<file path="src/rtl/rom_port_arbiter.sv">
// Two-port arbiter in front of the combinational program ROM: fetch (F) vs debug/loader (D).
// Optional macro ROM_ARB_FETCH_PRIO_EN: fetch-priority ties with a bounded debug wait.
module rom_port_arbiter #(
   parameter int unsigned ADDR_W   = 5,
   parameter int unsigned DATA_W   = 32,
   parameter int unsigned CNT_W    = 16,
   parameter int unsigned MAX_WAIT = 4
) (
   input  logic              clk,
   input  logic              rst_n,
   input  logic              f_req,
   input  logic [ADDR_W-1:0] f_addr,
   output logic              f_gnt,
   output logic              f_rvalid,
   input  logic              d_req,
   input  logic [ADDR_W-1:0] d_addr,
   output logic              d_gnt,
   output logic              d_rvalid,
   output logic [DATA_W-1:0] rdata,
   output logic [ADDR_W-1:0] rom_addr,
   input  logic [DATA_W-1:0] rom_data,
   output logic              f_stall,
   output logic [CNT_W-1:0]  conflict_cnt
);

   if (MAX_WAIT < 1) begin : g_max_wait_check
      $error("rom_port_arbiter: MAX_WAIT must be at least 1");
   end

   logic              w_f_gnt;
   logic              w_d_gnt;
   logic              w_tie;
   logic              w_tie_to_d;
   logic              r_f_rvalid;
   logic              r_d_rvalid;
   logic [DATA_W-1:0] r_rdata;
   logic [CNT_W-1:0]  r_conflict_cnt;

   assign w_tie = f_req && d_req;

`ifdef ROM_ARB_FETCH_PRIO_EN
   localparam int unsigned WaitW = (MAX_WAIT < 1) ? 1 : $clog2(MAX_WAIT + 1);

   logic [WaitW-1:0] r_wait_cnt;
   logic             r_d_boost;

   // Once D has waited MAX_WAIT cycles, the boost flag hands it the following tie.
   always_ff @(posedge clk or negedge rst_n) begin
      if (!rst_n) begin
         r_wait_cnt <= '0;
         r_d_boost  <= 1'b0;
      end else if (!d_req || w_d_gnt) begin
         r_wait_cnt <= '0;
         r_d_boost  <= 1'b0;
      end else if (r_wait_cnt == WaitW'(MAX_WAIT)) begin
         r_d_boost  <= 1'b1;
      end else begin
         r_wait_cnt <= r_wait_cnt + 1'b1;
      end
   end

   assign w_tie_to_d = r_d_boost;
`else
   typedef enum logic {
      PortF = 1'b0,
      PortD = 1'b1
   } port_e;

   port_e r_last_gnt;

   always_ff @(posedge clk or negedge rst_n) begin
      if (!rst_n) begin
         r_last_gnt <= PortD;
      end else if (w_f_gnt) begin
         r_last_gnt <= PortF;
      end else if (w_d_gnt) begin
         r_last_gnt <= PortD;
      end
   end

   assign w_tie_to_d = (r_last_gnt == PortF);
`endif

   always_comb begin
      w_f_gnt = 1'b0;
      w_d_gnt = 1'b0;
      unique case ({f_req, d_req})
         2'b10:   w_f_gnt = 1'b1;
         2'b01:   w_d_gnt = 1'b1;
         2'b11: begin
            w_d_gnt = w_tie_to_d;
            w_f_gnt = !w_tie_to_d;
         end
         default: ;
      endcase
   end

   always_ff @(posedge clk or negedge rst_n) begin
      if (!rst_n) begin
         r_f_rvalid <= 1'b0;
         r_d_rvalid <= 1'b0;
         r_rdata    <= '0;
      end else begin
         r_f_rvalid <= w_f_gnt;
         r_d_rvalid <= w_d_gnt;
         if (w_f_gnt || w_d_gnt) begin
            r_rdata <= rom_data;
         end
      end
   end

   always_ff @(posedge clk or negedge rst_n) begin
      if (!rst_n) begin
         r_conflict_cnt <= '0;
      end else if (w_tie && (r_conflict_cnt != {CNT_W{1'b1}})) begin
         r_conflict_cnt <= r_conflict_cnt + 1'b1;
      end
   end

   // Idle cycles still present the fetch address to the ROM.
   assign rom_addr     = w_d_gnt ? d_addr : f_addr;
   assign f_gnt        = w_f_gnt;
   assign d_gnt        = w_d_gnt;
   assign f_stall      = f_req && !w_f_gnt;
   assign f_rvalid     = r_f_rvalid;
   assign d_rvalid     = r_d_rvalid;
   assign rdata        = r_rdata;
   assign conflict_cnt = r_conflict_cnt;

endmodule

</file>
<file path="config.mk">
export PLATFORM = sky130hd
export DESIGN_NAME = rom_port_arbiter
export DESIGN_NICKNAME = d
export VERILOG_FILES = /design/src/rtl/rom_port_arbiter.sv
export SDC_FILE = /design/constraint.sdc
export NUM_CORES = 1
export LEC_CHECK = 0
export BUFFER_PORTS_ARGS = -buffer_cell sky130_fd_sc_hd__buf_2
export CAP_MARGIN = 20
export CORE_ASPECT_RATIO = 0.75
export CORE_UTILIZATION = 40
export DETAILED_ROUTE_END_ITERATION = 8
export GPL_TIMING_DRIVEN = 1
export PLACE_DENSITY = 0.73
export RECOVER_POWER = 50
export SETUP_SLACK_MARGIN = 0.3
export SLEW_MARGIN = 5
export SYNTH_ARGS = -nofsm -noshare
export SYNTH_HDL_FRONTEND = slang
export SYNTH_SLANG_ARGS = --single-unit
</file>
<file path="constraint.sdc">
create_clock -name clk -period 1.9 [get_ports clk]
set_input_delay 0.19 -clock clk [delete_from_list [all_inputs] [get_ports clk]]
set_output_delay 0.19 -clock clk [all_outputs]
set_load 0.005 [all_outputs]
</file>
* Word level (Yosys, flattened, before mapping)
Index checks and enable logic that the tools add are counted.
** Storage, ports and cells
- Register bits after elaboration :: 51
- Word-level logic and storage cells :: 22
- Latch bits :: 0
- Input port bits :: 46
- Memories :: 0
- Bits in writable memories :: 0
- ROM bits :: 0
** Cells by class
- Order comparisons :: 0
- Reduce and logical (&&, ||, !) cells :: 6
- Equality and inequality tests :: 4
- $mul :: 0
- Bitwise gates (word level) :: 1
- Add/subtract/negate cells :: 1
- Div/mod/pow operators :: 0
- Shift-type cells :: 0
- Muxes and demuxes :: 5
** Operator list (count)
- 16-bit by 1-bit adder with 16-bit output, second input constant :: 1
- 16-bit inequality test, second input constant :: 1
- 5-bit two-way mux :: 1
- 2-bit == test, second input constant :: 2
- 1-bit case mux with 2 select lines :: 2
- 1-bit logical AND :: 3
- 2-bit by 1-bit == test with 1-bit output, second input constant :: 1
- 1-bit two-way mux :: 2
- 2-bit nonzero test :: 1
- 1-bit zero test :: 1
- 1-bit logical OR :: 1
- 1-bit inverter :: 1

* Longest topological paths before layout
Gate-level depths: netlist (run 1).
- Depth in word-level cells :: 4
- Gate-level depth with buffers :: 5
- Mapped depth without buffers :: 5

* Worst setup path after synthesis (run 1)
No wires, ideal clock.
- Path type :: register to register
- Start point :: register r_conflict_cnt[0] (netlist: conflict_cnt[0])
- End point :: register r_conflict_cnt[1] (netlist: conflict_cnt[1])
- Clock period less this slack :: 1.675 ns
- Data required time :: 1.775 ns
- Path buffers :: 0
- Setup slack :: 0.225 ns
- Arrival time :: 1.550 ns
- Stages on the path, launching flop included :: 6
- Path through :: dfrtp_1 > ha_1 > nand3_1 > nor4_4 > nor2_2 > mux2_4
** On the way
- Longest elaborated chain between the ends :: 2
- Elaborated cells on any way between the ends :: 3
** Ends and longest elaborated chain
- from (decl) :: RTL line 37 : logic [CNT_W-1:0] r_conflict_cnt;
- from (signal assigned) :: RTL line 116 : r_conflict_cnt <= r_conflict_cnt + 1'b1;
- parallel branches: the longest is 2 deep, another holds 16-bit by 1-bit adder with 16-bit output
Parallel ways; which one is timed is not known.
A chain may end at the register's enable or synchronous reset.

* Final worst setup path (run 1)
Same ends and word-level chain as after synthesis.

==> flow_summary.toml, run 1 <==
[placed_design]
gp_congestion = 0.7560
portBuffers = 103
dp_hpwl_um = 3369

[floorplanning]
initial_core_util_pct = 42.72
row_count = 22
core_sq_um = 5037
fp.dieH_um = 65.52
boundaryPins = 104
dieArea_sq_um = 5680
die_w_um = 86.70

[timing]
worstMarginPinSlew_ns = 0.7565
fin_crit_ns = 1.637
rsz0062_at_grt = "yes"
slew_headroom_pct = 49.57
finalSetupViolCount = 0
fin_crit_sh_pct = 86.15
fmax_mhz = 610.9
maxSlewViolCount = 0
finalClockSkew_ns = 0.004810
finalHoldViolations = 0
tns_ns = 0

[setup_path]
cp-startpoint = "conflict_cnt[0]$_DFFE_PN0P_"
rr_startpoint = "conflict_cnt[0]$_DFFE_PN0P_"
critPathCaptureType = "flip-flop"
cp.arrival_ns = 1.82
cp_max_fo = 5
cp.required_ns = 2.09
criticalPathCategory = "reg -> reg"
worst_setup_path_start_kind = "flip-flop"

[clocking]
ctsRootBufferMaster = "clkbuf_8"
cts_tree = "yes"
h-tree-depth = 2
clk_path_buf_depth = 2
insertion_delay_ns = 0.30
clk_pin_slew_worst_paths_ns = 0.09
cts_buffers = 5
cts_sinks = 51

[finish]
fin_nets = 328
drive_above_1_share_pct = 60.14
fin_util_pct = 61.23
num_antenna_cells = 0
nFillCells = 423
syn_to_final_growth_pct = 43.31

[logic_synthesis]
synth_area_leaders = "dfrtp_1 (58%), mux2_2 (20%), xor2_1 (4.5%), nor3_1 (1.9%), nand2_1 (1.4%)"
syn_area_sq_um = 2152
ys.flop_type = "dfrtp_1"
synth_mux_area_share_pct = 21.51
synth_top_family_by_area = "multiplexers"
synth_compound_area_share_pct = 1.628
synth_area_leader_cell = "dfrtp_1"
synth-seq-cells = 51
yosysSeqAreaShare_pct = 59.36
syn_area_per_cell_sq_um = 13.97
netlist_top_cells_count = "dfrtp_1 (50), mux2_2 (38), xor2_1 (11)"
synth_top_area_share_pct = 58.14
synth_async_sr_flop_share_pct = 100.0
synthAdderAreaFrac_pct = 0.5814
syn_inst = 154
synth.most_common_cell = "dfrtp_1"
synth_xor_xnor_area_share_pct = 4.884
synth-edff-count = 0
yosys.area_share.simple_pct = 10.99
synth_warnings = 0
synthesis.nets = 201
post_synth_num_cell_types = 27

[pwr]
pwr_density_cell_nw_per_um2 = 843.2
p_leak_nw = 1.489
ir_drop_v = 0.0005093

[hold_path]
worstHoldPathType = "in -> reg"
hold_path.startpoint = "rom_data[4]"

[drt]
drcViolationCount = 0
viasPerCell = 4.779
drtAntennaViolNets = 0
totalWireLength_um = 4888
vias = 1687
first_pass_iters = 4
routedWlPerCell_um = 13.85
drt_iter0_drc = 62

[grt]
antenna_found_initial = 0
grt_usage_pct = 17.62
grt_pass1_vias = 1601
grt_overflow = 0
grt_max_degree = 33
grt_pass1_wl_um = 7514

[job]
cap_violations = 0

[run_status]
status = "complete, no violations"
-- layout by cell type, fill, tap and decap left out, types with 2 or more instances in the layout --
master | Yosys | final
buf_2 | 3 | 82
buf_4 | 0 | 15
buf_6 | 0 | 2
clkbuf_1 | 0 | 20
clkbuf_2 | 0 | 2
clkbuf_8 | 0 | 5
dfrtp_1 | 50 | 43
dfrtp_2 | 0 | 7
inv_1 | 2 | 2
mux2_2 | 38 | 37
mux2_4 | 1 | 2
mux2i_1 | 2 | 2
nand2_1 | 8 | 7
nand4_1 | 4 | 4
nand4_4 | 0 | 2
nor2_1 | 3 | 2
nor3_1 | 8 | 7
o21ai_0 | 2 | 2
xor2_1 | 11 | 11
-- logic make-up (layout without fill, tap and decap cells) --
family | count (synthesis) | in the layout
mux | 41 | 41
buf+inv | 5 | 132
compound gates | 5 | 5
flops | 51 | 51
simple gates | 39 | 39
fa+ha+maj | 1 | 1
xor+xnor | 12 | 12
-- what timing repair did --
action / 4_1_cts / 5_1_grt
gates resized for setup: 8 / 16
hold buffers: 1 / 0
setup endpoints to repair: 11 / 10
pin swaps: 2 / 5
setup buffers: 5 / 10
hold endpoints to repair: 24 / 0
cloned: 0 / 0
-- state kept, by name, indices dropped and copies added, names as in the netlist --
register,flops
rdata,32
conflict_cnt,16
d_rvalid,1
f_rvalid,1
r_last_gnt,1
-- power breakdown --
group	internal (mW)	total, mW	switching (mW)	leakage, nW
sequential	1.21	1.33	0.120	0.604
clock	0.386	0.718	0.332	0.0513
combinational	0.311	0.548	0.237	0.833
-- per-stage QoR --
step                      std cells  instance area [sq um]  hold slack, ns  worst slack, ns  total power, mW
after detailed placement        330                   2788          0.2269           0.1822            1.818
final                           353                   3084          0.1207           0.2631            2.600
after global routing            353                   3084          0.1053           0.1996            2.743
after floorplan                 154                   2152         -0.1056           0.2903            1.548
after global placement          330                   2788          0.2300           0.2645            1.799
after CTS                       343                   2964          0.1120           0.2924            2.580
-- path summary, 6_finish.rpt --
check | slack (ns) | depth (start not counted) | endpoint
min reg2reg | 0.50 | 1 | rdata[25]$_DFFE_PN0P_
max in group asynchronous | 0.87 | 3 | conflict_cnt[8]$_DFFE_PN0P_
max | 0.26 | 6 | conflict_cnt[1]$_DFFE_PN0P_
min in group asynchronous | 0.45 | 2 | f_rvalid$_DFF_PN0_
max reg2reg | 0.26 | 6 | conflict_cnt[1]$_DFFE_PN0P_
min | 0.12 | 2 | rdata[4]$_DFFE_PN0P_
-- metal layers --
layer / part of all wire (%) / track usage [%] / wire length (um)
met2: 47 / 28.67 / 2318
met5: 0 / 0 / 0
met1: 43 / 22.35 / 2089
met3: 8.4 / 5.653 / 411
met4: 1.4 / 5.833 / 69
-- worst max-delay path, stage by stage (launching register included) --
cell	delay, ns
dfrtp_1	0.37
ha_2	0.22
nand3_2	0.11
nor4_4	0.33
buf_6	0.17
nor2_4	0.04
mux2_4	0.30
-- cell type report --
| cell class | instances | area (sq um) | share of cell area (%) |
|---|---|---|---|
| multi-input cells | 98 | 937.1 | 30.39 |
| repair buffers | 123 | 660.6 | 21.42 |
| clock buffers | 6 | 72.57 | 2.353 |
| inverters | 2 | 7.507 | 0.2434 |
| well taps | 72 | 90.09 | 2.921 |
| flip-flops and latches | 51 | 1286 | 41.70 |
| clock inverters | 1 | 30.03 | 0.9736 |
(Power assumes the default switching activity.)
==> run 2, diff against run 1 <==
Settings changed: CORE_MARGIN from default to 2.
==> flow_summary.toml, run 2 (synthesis results as in run 1) <==
[run_status]
status = "complete, no violations"

[drt]
first_pass_iters = 4
routedWlPerCell_um = 13.48
drtAntennaViolNets = 0
viasPerCell = 4.749
totalWireLength_um = 4719
drt_iter0_drc = 50
drcViolationCount = 0
vias = 1662

[hold_path]
hold_depth = 2
worstHoldPathType = "in -> reg"
hold_path.startpoint = "rom_data[6]"
min_to = "rdata[6]$_DFFE_PN0P_"

[clocking]
clk_pin_slew_worst_paths_ns = 0.09
insertion_delay_ns = 0.30
h-tree-depth = 2
clk_path_buf_depth = 2
cts_buffers = 5
ctsRootBufferMaster = "clkbuf_8"
cts_sinks = 51
cts_tree = "yes"

[timing]
finalClockSkew_ns = 0.003059
slew_headroom_pct = 50.13
fmax_mhz = 610.9
worstMarginPinSlew_ns = 0.7481
tns_ns = 0
hold_slack_ns = 0.1159
maxSlewViolCount = 0
fin_crit_ns = 1.637
finalSetupViolCount = 0
rsz0062_at_grt = "yes"
fin_crit_sh_pct = 86.15
finalHoldViolations = 0

[floorplanning]
initial_core_util_pct = 40.86
boundaryPins = 104
core_sq_um = 5266
fp.dieH_um = 67.52
row_count = 23
dieArea_sq_um = 5989
die_w_um = 88.70

[placed_design]
dp_hpwl_um = 3330
gp_congestion = 0.7859
portBuffers = 103

[setup_path]
cp_slowest_stage_delay_ns = 0.40
r2r_cells = 5
cp_max_fo = 8
rr_startpoint = "conflict_cnt[5]$_DFFE_PN0P_"
path_cells = "a21oi_4 > mux2_4 > buf_6"
cp.arrival_ns = 1.45
worst_setup_path_start_kind = "flip-flop"
cp.required_ns = 1.71
critPathCaptureType = "output port"
rrSetupSlack_ns = 0.32
rr_endpoint = "conflict_cnt[1]$_DFFE_PN0P_"
criticalPathCategory = "reg -> out"
critPathSlowestCell = "dfstp_1"

[grt]
grt_max_degree = 33
grt_pass1_wl_um = 6865
met3_usage_pct = 4.401
top_usage_layer = "met2"
grtUsageMet1_pct = 19.58
antenna_found_initial = 0
grt_usage_pct = 15.06
grt.met2_usage_pct = 24.25
grt_overflow = 0
grt_pass1_vias = 1432

[pwr]
pwr_density_cell_nw_per_um2 = 878.1
ir_drop_v = 0.0005545
power_mw = 2.740
p_leak_nw = 1.516

[finish]
layout_common_cells = "buf_2 (85), dfrtp_1 (44), mux2_2 (33)"
largest_register_ffs = 32
fin_nets = 321
syn_to_final_growth_pct = 45.00
num_antenna_cells = 0
mostFrequentLayoutCell = "buf_2"
drive_above_1_share_pct = 62.55

[job]
cap_violations = 0
==> run 2: changes by cell type in the layout (fill, tap and decap cells not counted), moves of 3 or more <==
cell | previous run | this run
buf_2 | 82 | 85
buf_4 | 15 | 9
buf_6 | 2 | 6
clkbuf_1 | 20 | 13
mux2_2 | 37 | 33
mux2_4 | 2 | 6
nor3_1 | 7 | 4
nor3_2 | 1 | 4
==> run 2: worst max path at each step <==
| stage | endpoint | slack [ns] | start | depth (start not counted) |
|---|---|---|---|---|
| floorplan | conflict_cnt[1]$_DFFE_PN0P_ | 0.29 | conflict_cnt[0]$_DFFE_PN0P_ | 5 |
| global placement | conflict_cnt[15]$_DFFE_PN0P_ | 0.23 | conflict_cnt[0]$_DFFE_PN0P_ | 6 |
| detailed placement | conflict_cnt[7]$_DFFE_PN0P_ | 0.18 | conflict_cnt[0]$_DFFE_PN0P_ | 6 |
| CTS | rom_addr[1] | 0.27 | r_last_gnt$_DFFE_PN1P_ | 3 |
| global route | rom_addr[1] | 0.17 | r_last_gnt$_DFFE_PN1P_ | 3 |
| finish | rom_addr[1] | 0.26 | r_last_gnt$_DFFE_PN1P_ | 3 |
==> run 2: final cells by class <==
| class | count | area (sq um) |
|---|---|---|
| repair buffers | 116 | 644.4 |
| clock buffers | 5 | 68.82 |
| clock inverters | 3 | 67.56 |
| multi-input cells | 98 | 953.4 |
| flip-flops and latches | 51 | 1285 |
| inverters | 2 | 7.507 |
| fillers | 462 | 2146 |
| well taps | 75 | 93.84 |
==> run 2: critical path: cells and delay by family, from the launching register on <==
| family | cells | cell delay (ns) |
|---|---|---|
| multiplexers | 1 | 0.34 |
| flip-flops | 1 | 0.40 |
| AO/OA/AOI/OAI | 1 | 0.29 |
| buffers and inverters | 1 | 0.12 |
==> run 2: routing by layer <==
metal	wire, um	vias to the layer above
met5	0	-
met4	59	0
met3	401	7
met2	2235	81
met1	2022	784
li1	-	790
==> run 2: repair_timing <==
action / 4_1_cts / 5_1_grt
hold endpoints to repair: 23 / 0
pin swaps: 2 / 7
gates resized for setup: 14 / 18
buffers inserted: 6 / 3
setup endpoints to repair: 14 / 14
hold buffers: 1 / 0
==> run 2: per-stage QoR <==
step                instance area [sq um]  utilization, %  setup WS [ns]  std cells
floorplan                            2152               -         0.2903        154
global placement                     2784           52.86         0.2253        332
detailed placement                   2784           52.86         0.1811        332
CTS                                  3044           57.80         0.2678        347
global route                         3120           59.25         0.1741        350
finish                               3120           59.25         0.2631        350
==> run 2: where the power goes <==
part	leakage, nW	total, mW	switching (mW)	internal, mW
clock network	0.0644	0.883	0.358	0.525
logic	0.846	0.532	0.222	0.311
registers	0.606	1.32	0.109	1.22
total	1.52	2.74	0.689	2.05
==> run 3, diff against run 2 <==
Settings changed: CORE_UTILIZATION 40 to 46, PLACE_DENSITY 0.73 to 0.82.
==> flow_summary.toml, run 3 (synthesis results as in run 1) <==
[drt]
totalWireLength_um = 4641
viasPerCell = 5.106
drt_iter0_drc = 58
drtAntennaViolNets = 0
routedWlPerCell_um = 14.02
drcViolationCount = 0
first_pass_iters = 4
vias = 1690

[floorplanning]
boundaryPins = 104
fp.dieH_um = 63.24
row_count = 21
die_w_um = 82.98
core_sq_um = 4493
dieArea_sq_um = 5247
initial_core_util_pct = 47.90

[finish]
num_antenna_cells = 0
syn_to_final_growth_pct = 38.20
largest_register_ffs = 32
layout_common_cells = "buf_2 (90), dfrtp_1 (44), mux2_2 (37)"
fin_nets = 321
drive_above_1_share_pct = 60.58
fin_cells = 331
fin_util_pct = 66.19
mostFrequentLayoutCell = "buf_2"

[placed_design]
dp_cells = 316
dp_hpwl_um = 3457
portBuffers = 103
gp_congestion = 0.8605

[timing]
maxSlewViolCount = 0
slew_headroom_pct = 50.66
worstMarginPinSlew_ns = 0.7401
finalHoldViolations = 0
finalSetupViolCount = 0
fmax_mhz = 619.4
rsz0062_at_grt = "yes"
fin_crit_sh_pct = 84.98
finalClockSkew_ns = 0.005111
tns_ns = 0
fin_crit_ns = 1.615

[pwr]
p_leak_nw = 1.474
ir_drop_v = 0.0004977
pwr_density_cell_nw_per_um2 = 821.9

[grt]
grt_overflow = 0
antenna_found_initial = 0
grt_max_degree = 33
grt_pass1_wl_um = 7893
grt_usage_pct = 18.76
grt_pass1_vias = 1706

[setup_path]
worst_setup_path_start_kind = "flip-flop"
rrSetupSlack_ns = 0.32
r2r_cells = 5
criticalPathCategory = "reg -> out"
path_cells = "a21oi_4 > mux2_2 > buf_2"
cp.depth = 3
rr_startpoint = "conflict_cnt[9]$_DFFE_PN0P_"
critPathCaptureType = "output port"
worst-path-buf-inv = 1
cp.required_ns = 1.71
critPathSlowestCell = "dfstp_1"
cp_top_family = "flip-flops"
cp.arrival_ns = 1.42
rr_endpoint = "conflict_cnt[1]$_DFFE_PN0P_"
cp_slowest_stage_delay_ns = 0.40
cp_max_fo = 7

[clocking]
cts_tree = "yes"
clk_pin_slew_worst_paths_ns = 0.09
cts_sinks = 51
insertion_delay_ns = 0.29
clk_path_buf_depth = 2
h-tree-depth = 2
ctsRootBufferMaster = "clkbuf_8"
cts_buffers = 5

[hold_path]
hold_depth = 2
min_to = "rdata[22]$_DFFE_PN0P_"
worstHoldPathType = "in -> reg"
hold_path.startpoint = "rom_data[22]"

[run_status]
status = "complete, no violations"

[job]
cap_violations = 0
run 3: worst reg2reg max path, delay by kind of cell, from the launching register on:
family,cells,cell delay [ns]
and+or+nand+nor,3,0.55
DFF,1,0.43
muxes,1,0.30
buffers and inverters,1,0.20
run 3: final cells by class:
type / count / area (sq um)
Fill cell: 354 / 1519
Sequential cell: 51 / 1285
Multi-Input combinational cell: 98 / 909.6
Timing Repair Buffer: 116 / 613.1
Clock buffer: 6 / 82.58
Tap cell: 57 / 71.32
Inverter: 2 / 7.507
Clock inverter: 1 / 5.005
run 3: metal layers:
| metal | track usage [%] | wire length (um) | vias to the layer above |
|---|---|---|---|
| met1 | 24.89 | 2068 | 826 |
| li1 | - | - | 786 |
| met5 | 0 | 0 | - |
| met4 | 6.557 | 50 | 0 |
| met2 | 30.04 | 2215 | 73 |
| met3 | 4.980 | 307 | 5 |
run 3: per-stage QoR:
stage | setup WS (ns) | hold WS (ns) | power (mW) | area [sq um]
2_1_floorplan | 0.2903 | -0.1056 | 1.548 | 2152
3_3_place_gp | 0.2331 | 0.2234 | 1.794 | 2781
3_5_place_dp | 0.1473 | 0.2288 | 1.807 | 2781
4_1_cts | 0.2934 | 0.1135 | 2.480 | 2949
5_1_grt | 0.1987 | 0.1074 | 2.597 | 2974
6_report | 0.2854 | 0.1236 | 2.444 | 2974
run 3: report_power, final:
part           total (mW)  leakage (nW)  internal [mW]  switching [mW]
combinational       0.512         0.821          0.290           0.222
sequential           1.32         0.606           1.21           0.109
clock               0.610        0.0470          0.286           0.324
total                2.44          1.47           1.79           0.654
run 3: what timing repair did:
action                                  4_1_cts  5_1_grt
hold buffers                                  1        0
endpoints found under the setup margin       15       11
gates resized for setup                       8        9
hold endpoints to repair                     24        0
setup buffers                                 5        2
pin swaps                                     2        2
run 3: worst max-delay path by stage:
stage | slack (ns) | endpoint | from
finish | 0.29 | rom_addr[1] | r_last_gnt$_DFFE_PN1P_
CTS | 0.29 | rom_addr[1] | r_last_gnt$_DFFE_PN1P_
global route | 0.20 | rom_addr[4] | r_last_gnt$_DFFE_PN1P_
global placement | 0.23 | conflict_cnt[1]$_DFFE_PN0P_ | conflict_cnt[0]$_DFFE_PN0P_
detailed placement | 0.15 | conflict_cnt[1]$_DFFE_PN0P_ | conflict_cnt[0]$_DFFE_PN0P_
floorplan | 0.29 | conflict_cnt[1]$_DFFE_PN0P_ | conflict_cnt[0]$_DFFE_PN0P_
